<file path="src/rtl/signext_arbiter.sv">
// signext_arbiter: round-robin share of one pipelined sign extender
// between the decode immediate path (0) and the mem load path (1).
module signext_arbiter #(
  parameter int IN_WIDTH  = 16,
  parameter int OUT_WIDTH = 32,
  parameter int DEPTH     = 1
) (
  input  logic                 clk,
  input  logic                 rst,
  input  logic                 req0_valid,
  input  logic [IN_WIDTH-1:0]  req0_data,
  input  logic                 req0_signed,
  output logic                 req0_ready,
  input  logic                 req1_valid,
  input  logic [IN_WIDTH-1:0]  req1_data,
  input  logic                 req1_signed,
  output logic                 req1_ready,
  input  logic                 flush0,
  output logic [IN_WIDTH-1:0]  ext_dataIn,
  output logic                 ext_isSigned,
  output logic                 ext_en_n,
  input  logic [OUT_WIDTH-1:0] ext_dataOut,
  output logic                 rsp0_valid,
  output logic [OUT_WIDTH-1:0] rsp0_data,
  output logic                 rsp1_valid,
  output logic [OUT_WIDTH-1:0] rsp1_data
);

  typedef struct packed {
    logic vld;
    logic own;
  } tag_t;

  logic en_q;
  logic last_grant;
  logic gnt_any;
  logic gnt_own;
  tag_t tags_q [DEPTH];

  // Round-robin pick; nothing is granted until the extender is enabled
  always_comb begin
    gnt_any = 1'b0;
    gnt_own = 1'b0;
    if (en_q) begin
      unique case (1'b1)
        (req0_valid & req1_valid): begin
          gnt_any = 1'b1;
          gnt_own = ~last_grant;
        end
        (req0_valid & ~req1_valid): begin
          gnt_any = 1'b1;
          gnt_own = 1'b0;
        end
        (~req0_valid & req1_valid): begin
          gnt_any = 1'b1;
          gnt_own = 1'b1;
        end
        default: ;
      endcase
    end
  end

  assign req0_ready = gnt_any & ~gnt_own;
  assign req1_ready = gnt_any & gnt_own;
  assign ext_en_n   = ~en_q;

  // Steer the granted operand to the extender, zeros when idle
  always_comb begin
    ext_dataIn   = '0;
    ext_isSigned = 1'b0;
    if (gnt_any) begin
      ext_dataIn   = gnt_own ? req1_data : req0_data;
      ext_isSigned = gnt_own ? req1_signed : req0_signed;
    end
  end

  // Enable comes up one edge after reset; remember who won last
  always_ff @(posedge clk or posedge rst) begin
    if (rst) begin
      en_q       <= 1'b0;
      last_grant <= 1'b1;
    end else begin
      en_q <= 1'b1;
      if (gnt_any) last_grant <= gnt_own;
    end
  end

  // Tag pipe tracks owners in step with the extender; flush kills owner 0
  always_ff @(posedge clk or posedge rst) begin
    if (rst) begin
      for (int i = 0; i < DEPTH; i++) tags_q[i] <= '0;
    end else if (en_q) begin
      tags_q[0].vld <= gnt_any & ~(flush0 & ~gnt_own);
      tags_q[0].own <= gnt_own;
      for (int i = 1; i < DEPTH; i++) begin
        tags_q[i].vld <= tags_q[i-1].vld &
                         ~(flush0 & ~tags_q[i-1].own);
        tags_q[i].own <= tags_q[i-1].own;
      end
    end
  end

  assign rsp0_valid = tags_q[DEPTH-1].vld & ~tags_q[DEPTH-1].own;
  assign rsp1_valid = tags_q[DEPTH-1].vld & tags_q[DEPTH-1].own;
  assign rsp0_data  = ext_dataOut;
  assign rsp1_data  = ext_dataOut;

endmodule

</file>
<file path="config.mk">
export PLATFORM = sky130hd
export DESIGN_NAME = signext_arbiter
export DESIGN_NICKNAME = d
export VERILOG_FILES = /design/src/rtl/signext_arbiter.sv
export SDC_FILE = /design/constraint.sdc
export NUM_CORES = 1
export LEC_CHECK = 0
export ABC_AREA = 1
export ABC_CLOCK_PERIOD_IN_PS = 2600
export BUFFER_PORTS_ARGS = -buffer_cell sky130_fd_sc_hd__buf_2
export CORE_AREA = 2 2 61 63
export DETAILED_ROUTE_END_ITERATION = 7
export DIE_AREA = 0 0 63 65
export PLACE_DENSITY_LB_ADDON = 0.15
export RECOVER_POWER = 100
export SYNTH_ARGS = -nofsm -noshare
export SYNTH_HDL_FRONTEND = slang
export SYNTH_SLANG_ARGS = --single-unit
</file>
<file path="constraint.sdc">
create_clock -name clk -period 2.6 [get_ports clk]
set_input_delay 0.26 -clock clk [delete_from_list [all_inputs] [get_ports clk]]
set_output_delay 0.26 -clock clk [all_outputs]
set_load 0.005 [all_outputs]
</file>
==> results of run 1 <==
==> power breakdown <==
group          internal, uW  total [uW]  switching (uW)
sequential             70.3        74.3            3.99
combinational          57.5         126            69.0
clock                  57.7        84.6            26.9
==> cells in the mapped netlist, drive strengths merged <==
master	number
nand2	44
nand3	1
o21ai	1
inv	22
dfrtp	3
buf	68
nor2	37
and2	1
dfstp	1
conb	1
==> per-layer routing <==
| layer | GRT usage (%) | up-vias |
|---|---|---|
| met3 | 5.035 | 8 |
| met2 | 19.41 | 81 |
| met5 | 0 | - |
| met4 | 3.611 | 0 |
| li1 | - | 441 |
| met1 | 10.73 | 348 |
==> critical path, delay by kind of cell, from the launching register on <==
kind | cells | cell delay [ns]
buffers and inverters | 1 | 0.11
and+or+nand+nor | 4 | 0.86
DFF | 1 | 0.51
==> how the worst max path moves through the flow <==
stage                     end  slack (ns)                    from  cells past startpoint
4_1_cts         ext_dataIn[9]        0.54  last_grant$_DFFE_PP1P_                      5
6_report        ext_dataIn[9]        0.62  last_grant$_DFFE_PP1P_                      5
2_1_floorplan  ext_dataIn[10]        1.35  last_grant$_DFFE_PP1P_                      5
3_3_place_gp   ext_dataIn[14]        0.85              req0_valid                      6
3_5_place_dp    ext_dataIn[9]        0.76              req0_valid                      6
5_1_grt         ext_dataIn[7]        0.40  last_grant$_DFFE_PP1P_                      5
==> per-stage QoR <==
| stage | worst slack [ns] | cells | hold slack (ns) |
|---|---|---|---|
| CTS | 0.5390 | 224 | 0.2851 |
| floorplan | 1.355 | 179 | 0.02536 |
| global route | 0.4026 | 224 | 0.2887 |
| detailed placement | 0.7573 | 219 | 0.1476 |
| global placement | 0.8530 | 219 | 0.1463 |
| finish | 0.6188 | 224 | 0.2846 |
==> state kept, by name, summed over array words and instances (netlist names) <==
| signal | flops |
|---|---|
| tags_q | 2 |
| en_q | 1 |
| last_grant | 1 |
==> cells by family (layout without fill, tap and decap cells) <==
kind of cell / after synthesis / after routing / synth area share (%)
buf+inv: 90 / 87 / 56.86
flops: 4 / 4 / 9.575
other cells: 1 / 1 / 0.3543
simple gates: 83 / 83 / 32.74
compound gates: 1 / 1 / 0.4724
==> area by class of cell <==
type,count,area (um2),share of cell area (%)
sequential,4,101.3,10.99
multi-input combinational,85,352.8,38.26
inverter,22,82.58,8.955
timing repair buffer,61,299.0,32.43
clock buffer,4,26.28,2.849
tap,48,60.06,6.513
==> run metrics, run 1 <==
status=finished clean; clk sink count=4; CTS Buf Count=3; Worst Hold Depth=4; Distinct cells, synth=17; synthesized area=roughly 1100 um2; number of diodes=0; RD Place Congestion=0.6414; root buffer cell=clkbuf_4; final instance area=approximately 900 um2; # rows=22; ANT nets after route=0; RR Endpoint=tags_q[1]$_DFFE_PP0P_; syn_area_per_cell=5.913 um2; vias per cell=around 3.9; drt first pass iters=4; Yosys warnings=0; Skew-Pair Late Insertion Delay=0.24 ns; Hold Crit Class=in -> reg; kind of critical path=reg -> out; Die W=63 um; I/O Buffers=60; max-cap viol count=0; Util after Layout=26.38%; layout cells sized above 1=34.66%; Slew HR=47.96%; GRT Overall Usage=10.70%; max frequency=504.7 MHz; worst vdd ir=~0.00028 V; Critical Path AT=1.72 ns; Area Overhead vs Synth=-12.88%; wire length on met3=316 um; slowest CP cell=nand3_1; # IOs=157; CP max FO=20; initial antenna violation count=0; Hold Path Origin=flush0; drt initial violations=21; unrepaired setup endpoints after global routing=no; Worst path max stage delay=0.55 ns; number of synthesized register bits=4; Fillers=434; Tmin final=1.981 ns; final hold vios=0; die height=around 65 um; placed cell areas=899.6 um2; overall power=285.4 uW; required time worst endpoint=between 2 and 2.5 ns; Reg clk slew, reported paths=approximately 0.040 ns; cts repair resizes=0; Vias=878; pin count of the biggest net entering global routing=21; reg2reg setup slack=1.23 ns; Hold EP=tags_q[1]$_DFFE_PP0P_; Leakage=about 0.00063 uW; Core ar.=3496 um2; Mapped Nets=250; Worst setup SP type=flip-flop; Worst Clk Skew=0.001458 ns; met2 WL=roughly 1100 um; die area=4095 um2; starting density of the core=30.28%; sequential share of the synthesized area=9.574%; max-slew violations=0; wirelength, routed=2213 um; gr ovfl total=0; detailed placer's ending HPWL=between 1500 and 2000 um; Final Setup Violations=0; power per standard cell area=309.5 nW/um2; wl on met1=790 um; top cell type's share of synthesized area=a little under half; Final TNS setup=0 ns; Tcrit/Tclk final=76.20%; hold buffer count at CTS=1; post-synth top area cell=buf_4; CP Cell Sequence=nand2_1 -> nand3_1 -> nor2_1 -> nor2_2 -> buf_2; post-CTS setup buffers=0; # H-tree levels=1; most frequent cells in the layout=nand2_1 (44), buf_2 (44), nor2_1 (31); Critical R2R Launch=last_grant$_DFFE_PP1P_; Final nets=248; number of global-route vias before repair=around 790; wire per inst=approximately 10 um; top routing layer in use=met4; CTS tree=yes; Remaining DRCs=0; crit end category=output pin; worst slew pin tran=between 0.7 and 0.8 ns; Mapped Cells=179; global-route wire length before repair=roughly 3500 um; Max clock buf depth=2; Worst R2R Path Depth=5; synth top area cells=buf_4 (46%), nand2_1 (15%), nor2_1 (11%)
(Power assumes the default switching activity.)
==> run 2: changes to the inputs <==
--- a/config.mk
+++ b/config.mk
@@ -6,11 +6,11 @@
 export NUM_CORES = 1
 export LEC_CHECK = 0
 export ABC_AREA = 1
-export ABC_CLOCK_PERIOD_IN_PS = 2600
+export ABC_CLOCK_PERIOD_IN_PS = 1700
 export BUFFER_PORTS_ARGS = -buffer_cell sky130_fd_sc_hd__buf_2
-export CORE_AREA = 2 2 61 63
+export CORE_MARGIN = 1
+export CORE_UTILIZATION = 27
 export DETAILED_ROUTE_END_ITERATION = 7
-export DIE_AREA = 0 0 63 65
 export PLACE_DENSITY_LB_ADDON = 0.15
 export RECOVER_POWER = 100
 export SYNTH_ARGS = -nofsm -noshare
==> constraint.sdc (replaced) <==
create_clock -name clk -period 1.7 [get_ports clk]
set_input_delay 0.17 -clock clk [delete_from_list [all_inputs] [get_ports clk]]
set_output_delay 0.17 -clock clk [all_outputs]
set_load 0.005 [all_outputs]
==> run 2 against run 1 <==
Clock power increased to 2.5 times the previous value. Wire length decreased by 5.2%. Global-route usage decreased by 1.0 points. Cell area increased by 4.2%. Cell count increased by 0.89%. Critical path depth increased by 1. Worst hold slack got worse by 0.082 ns. Die area increased by 2.0%. Register-to-register slack got worse by 0.63 ns. Core utilization decreased by 0.52 points.
==> run metrics, run 2 (same netlist as run 1, synthesis figures left out) <==
# rows=22; # H-tree levels=1; kind of critical path=reg -> out; Area Overhead vs Synth=-9.220%; Max clock buf depth=2; Tmin final=1.590 ns; Die W=between 60 and 70 um; Remaining DRCs=0; Skew-Pair Late Insertion Delay=approximately 0.22 ns; drt first pass iters=4; max-slew violations=0; starting density of the core=28.48%; leading registers by flop count=tags_q: 2 flops, en_q: 1 flops, last_grant: 1 flops; layout cells sized above 1=35.96%; Final TNS setup=0 ns; number of flip-flops in the largest register=2; Worst Clk Skew=0.002694 ns; status=finished clean; gr ovfl total=0; GRT Overall Usage=9.654%; wirelength, routed=2097 um; drt initial violations=5; detailed placer's ending HPWL=around 1700 um; Vias=848; power per standard cell area=roughly 540 nW/um2; Leakage=0.0006462 uW; Worst setup SP type=flip-flop; max-cap viol count=0; Tcrit/Tclk final=93.55%; Final Setup Violations=0; number of global-route vias before repair=745; I/O Buffers=60; post-CTS setup buffers=0; Most flops, register=tags_q; Reg clk slew, reported paths=0.03 ns; most common cell after layout, fill and taps aside=buf_2; final hold vios=0; Final nets=250; Critical Path AT=1.42 ns; flip-flop and latch area=101.3 um2; CP max FO=8; max frequency=around 630 MHz; clk sink count=4; initial antenna violation count=0; area of the multi-input gates=360.3 um2; Hold Crit Class=in -> reg; number of diodes=0; Final WS setup=0.1097 ns; required time worst endpoint=1.53 ns; die height=approximately 65 um; root buffer cell=clkbuf_8; die area=4175 um2; overall power=523.6 uW; global-route wire length before repair=about 3200 um; most frequent cells in the layout=buf_2 (45), nand2_1 (43), nor2_1 (31); CTS Buf Count=3; RD Place Congestion=0.6200; ANT nets after route=0; setup slack after placement=0.3269 ns; worst vdd ir=0.0004757 V; vias per cell=3.752; pin count of the biggest net entering global routing=20; # IOs=157; Fillers=~430; crit end category=output pin; unrepaired setup endpoints after global routing=no; Core ar.=3716 um2; wire per inst=9.279 um; CTS tree=yes
run 2: changes by cell type in the layout (fill, tap and decap cells not counted), sizes merged:
cell and change:
buf +2
run 2: repair_timing:
action | in CTS | in global routing
resized for setup | 0 | 1
endpoints found under the hold margin | 3 | 0
hold buffers | 1 | 0
setup endpoints to repair | 0 | 10
run 2: where the power goes:
part	switching, uW	internal [uW]
combinational	106	91.0
sequential	6.09	108
clock	52.4	160
total	164	359
run 2: per-layer routing:
metal	global-route usage [%]	wire (um)	part of all wire (%)
met1	9.958	838	40
met5	0	0	0
met3	3.873	325	15
met4	3.889	12	0.57
met2	17.24	921	44
run 2: final timing paths:
path	startpoint	endpoint	slack [ns]	cells past startpoint
max reg2reg	last_grant$_DFFE_PP1P_	tags_q[1]$_DFFE_PP0P_	0.60	5
min	flush0	tags_q[1]$_DFFE_PP0P_	0.20	4
max	last_grant$_DFFE_PP1P_	ext_dataIn[15]	0.11	6
min reg2reg	last_grant$_DFFE_PP1P_	last_grant$_DFFE_PP1P_	0.48	2
min in group asynchronous	rst	en_q$_DFF_PP0_	0.38	3
max in group asynchronous	rst	last_grant$_DFFE_PP1P_	1.09	3
run 2: layout make-up:
class	instances	area share (%)
multi-input combinational	85	37.50
timing repair buffer	63	32.42
sequential	4	10.55
inverter	22	8.594
tap	48	6.250
clock buffer	4	4.687
run 2: worst max-delay path: stages (launching register included):
cell      delay (ns)
dfstp_2         0.51
nand2_1         0.09
nand3_1         0.11
clkbuf_2        0.20
nor2_1          0.06
nor2_1          0.12
clkbuf_2        0.12
run 2: stage by stage:
step | utilization, % | hold slack (ns) | instance area [um2] | cells
floorplan | - | -0.06464 | 1059 | 179
global placement | 24.61 | 0.05963 | 914.6 | 221
detailed placement | 24.61 | 0.06070 | 914.6 | 221
CTS | 26.09 | 0.1985 | 969.7 | 226
global route | 25.86 | 0.2252 | 960.9 | 226
finish | 25.86 | 0.2031 | 960.9 | 226
==> run 3: changes to the inputs <==
==> constraint.sdc (replaced) <==
create_clock -name clk -period 1.7 [get_ports clk]
set_input_delay 0.17 -clock clk [delete_from_list [all_inputs] [get_ports clk]]
set_output_delay 0.17 -clock clk [all_outputs]
set_load 0.01 [all_outputs]
==> run 3 against run 2 <==
Power increased by 3.0%. Clock-buffer cell count unchanged. First-iteration DRC count increased by 20%. Sequential power about the same. Cell area decreased by 0.26%. Global-route usage increased by 0.41 points. Maximum frequency decreased by 0.75%. Non-clock buffer count unchanged. Die area unchanged. Combinational power increased by 8%. Critical path type unchanged. Largest power group unchanged.
==> run metrics, run 3 (same netlist as run 1, synthesis figures left out) <==
RR Endpoint=tags_q[1]$_DFFE_PP0P_; die height=between 60 and 70 um; Buf/Inv on CP=2; Critical R2R Launch=last_grant$_DFFE_PP1P_; worst vdd ir=around 0.00048 V; gr ovfl total=0; most frequent cells in the layout=nand2_1 (43), buf_2 (41), nor2_1 (31); root buffer cell=clkbuf_8; crit end category=output pin; initial antenna violation count=0; wire per inst=9.496 um; Leakage=0.0006229 uW; Worst Clk Skew=around 0.0030 ns; kind of critical path=reg -> out; I/O Buffers=60; Die W=between 60 and 70 um; cell mode on critical path=nor2_1; max frequency=624.1 MHz; Final TNS setup=0 ns; number of diodes=0; Hold Crit Class=in -> reg; unrepaired setup endpoints after global routing=no; # rows=22; global-route wire length before repair=3353 um; clk sink count=4; Logic pwr share=roughly two fifths; Vias=between 800 and 900; Fillers=~460; Area Overhead vs Synth=-9.456%; clock network fraction of total power=39.6%; CTS Buf Count=3; Critical Path AT=1.43 ns; Hold Path Origin=flush0; reg2reg setup slack=0.60 ns; # H-tree levels=1; max-cap viol count=0; # IOs=157; number of global-route vias before repair=between 800 and 900; Final nets=250; number of flip-flops in the largest register=2; Most flops, register=tags_q; required time worst endpoint=1.53 ns; Worst path max stage delay=0.51 ns; status=finished clean; Switching Share=33.61%; CP max FO=8; Worst R2R Path Depth=5; CP Cell Sequence=nand2_1 -> nand3_1 -> buf_4 -> nor2_1 -> nor2_1 -> clkbuf_1; layout cells sized above 1=32.02%; detailed placer's ending HPWL=1718 um; Worst setup SP type=flip-flop; die area=4175 um2; Worst Hold Depth=4; Core ar.=3716 um2; CTS tree=yes; power per standard cell area=562.5 nW/um2; wirelength, routed=2146 um; post-CTS setup buffers=0; internal power=roughly 360 uW; drt initial violations=6; delay-heaviest family, CP=flip-flops; leading registers by flop count=tags_q: 2 flops, en_q: 1 flops, last_grant: 1 flops; drt first pass iters=3; Tcrit/Tclk final=94.25%; final hold vios=0; Hold EP=tags_q[1]$_DFFE_PP0P_; Switch Pwr=181.2 uW; most common cell after layout, fill and taps aside=nand2_1; starting density of the core=28.48%; Util after Layout=25.79%; Skew-Pair Late Insertion Delay=~0.22 ns; max-slew violations=0; vias per cell=3.770; RD Place Congestion=0.6241; Final Setup Violations=0; Remaining DRCs=0; GRT Overall Usage=10.06%; ANT nets after route=0; Tmin final=around 1.6 ns; pin count of the biggest net entering global routing=20; Reg clk slew, reported paths=around 0.030 ns; sequential power share=21.1%; slowest CP cell=dfstp_2; Max clock buf depth=2
==> run 3: repair_timing <==
item                                   in CTS  in global routing
setup endpoints to repair                   0                 17
gates resized for setup                     0                  2
endpoints found under the hold margin       3                  0
hold buffers                                1                  0
==> run 3: power by group through the flow <==
stage / registers [uW] / clock network (uW) / logic (uW)
after detailed placement: 115 / 0 / 218
after global routing: 115 / 226 / 244
final: 114 / 213 / 212
after global placement: 115 / 0 / 219
after CTS: 114 / 221 / 221
after floorplan: 113 / 0 / 284
==> run 3: area by class of cell <==
class	count	area [um2]	area share [%]
repair buffers	63	309.0	32.25
multi-input cells	85	360.3	37.60
clock buffers	4	45.04	4.700
flip-flops and latches	4	101.3	10.57
well taps	48	60.06	6.266
inverters	22	82.58	8.616
==> run 3: worst min-delay path, cell delays in order <==
cell and delay, ns:
buf_2 0.08, nand2_1 0.04, nand2_1 0.04, nand2_1 0.04
==> run 3: how the worst max path moves through the flow <==
stage,from,end,slack (ns),depth (start not counted)
after floorplan,last_grant$_DFFE_PP1P_,ext_dataIn[10],0.48,5
final,last_grant$_DFFE_PP1P_,ext_dataIn[15],0.1,6
after detailed placement,last_grant$_DFFE_PP1P_,ext_dataIn[14],0.31,6
after global routing,last_grant$_DFFE_PP1P_,ext_dataIn[7],0.02,6
after CTS,last_grant$_DFFE_PP1P_,ext_dataIn[14],0.08,6
after global placement,last_grant$_DFFE_PP1P_,ext_dataIn[10],0.34,6
==> run 3: layer usage <==
metal  vias up  GRT usage (%)  part of all wire (%)
met1       317          10.27                    38
met2        84          17.76                    44
met5         -              0                     0
li1        446              -                     -
met4         0          3.889                  0.56
met3         5          4.577                    17
==> run 3: stage by stage <==
stage               area (um2)  std cells  worst slack (ns)  total power (uW)  hold slack, ns
floorplan                 1059        179            0.4833             397.4        -0.06464
global placement         914.6        221            0.3354             334.4         0.05944
detailed placement       914.6        221            0.3134             332.8         0.06064
CTS                      969.7        226           0.07708             555.8          0.2010
global route             958.4        226           0.01701             585.3          0.2409
finish                   958.4        226           0.09775             539.1          0.2054
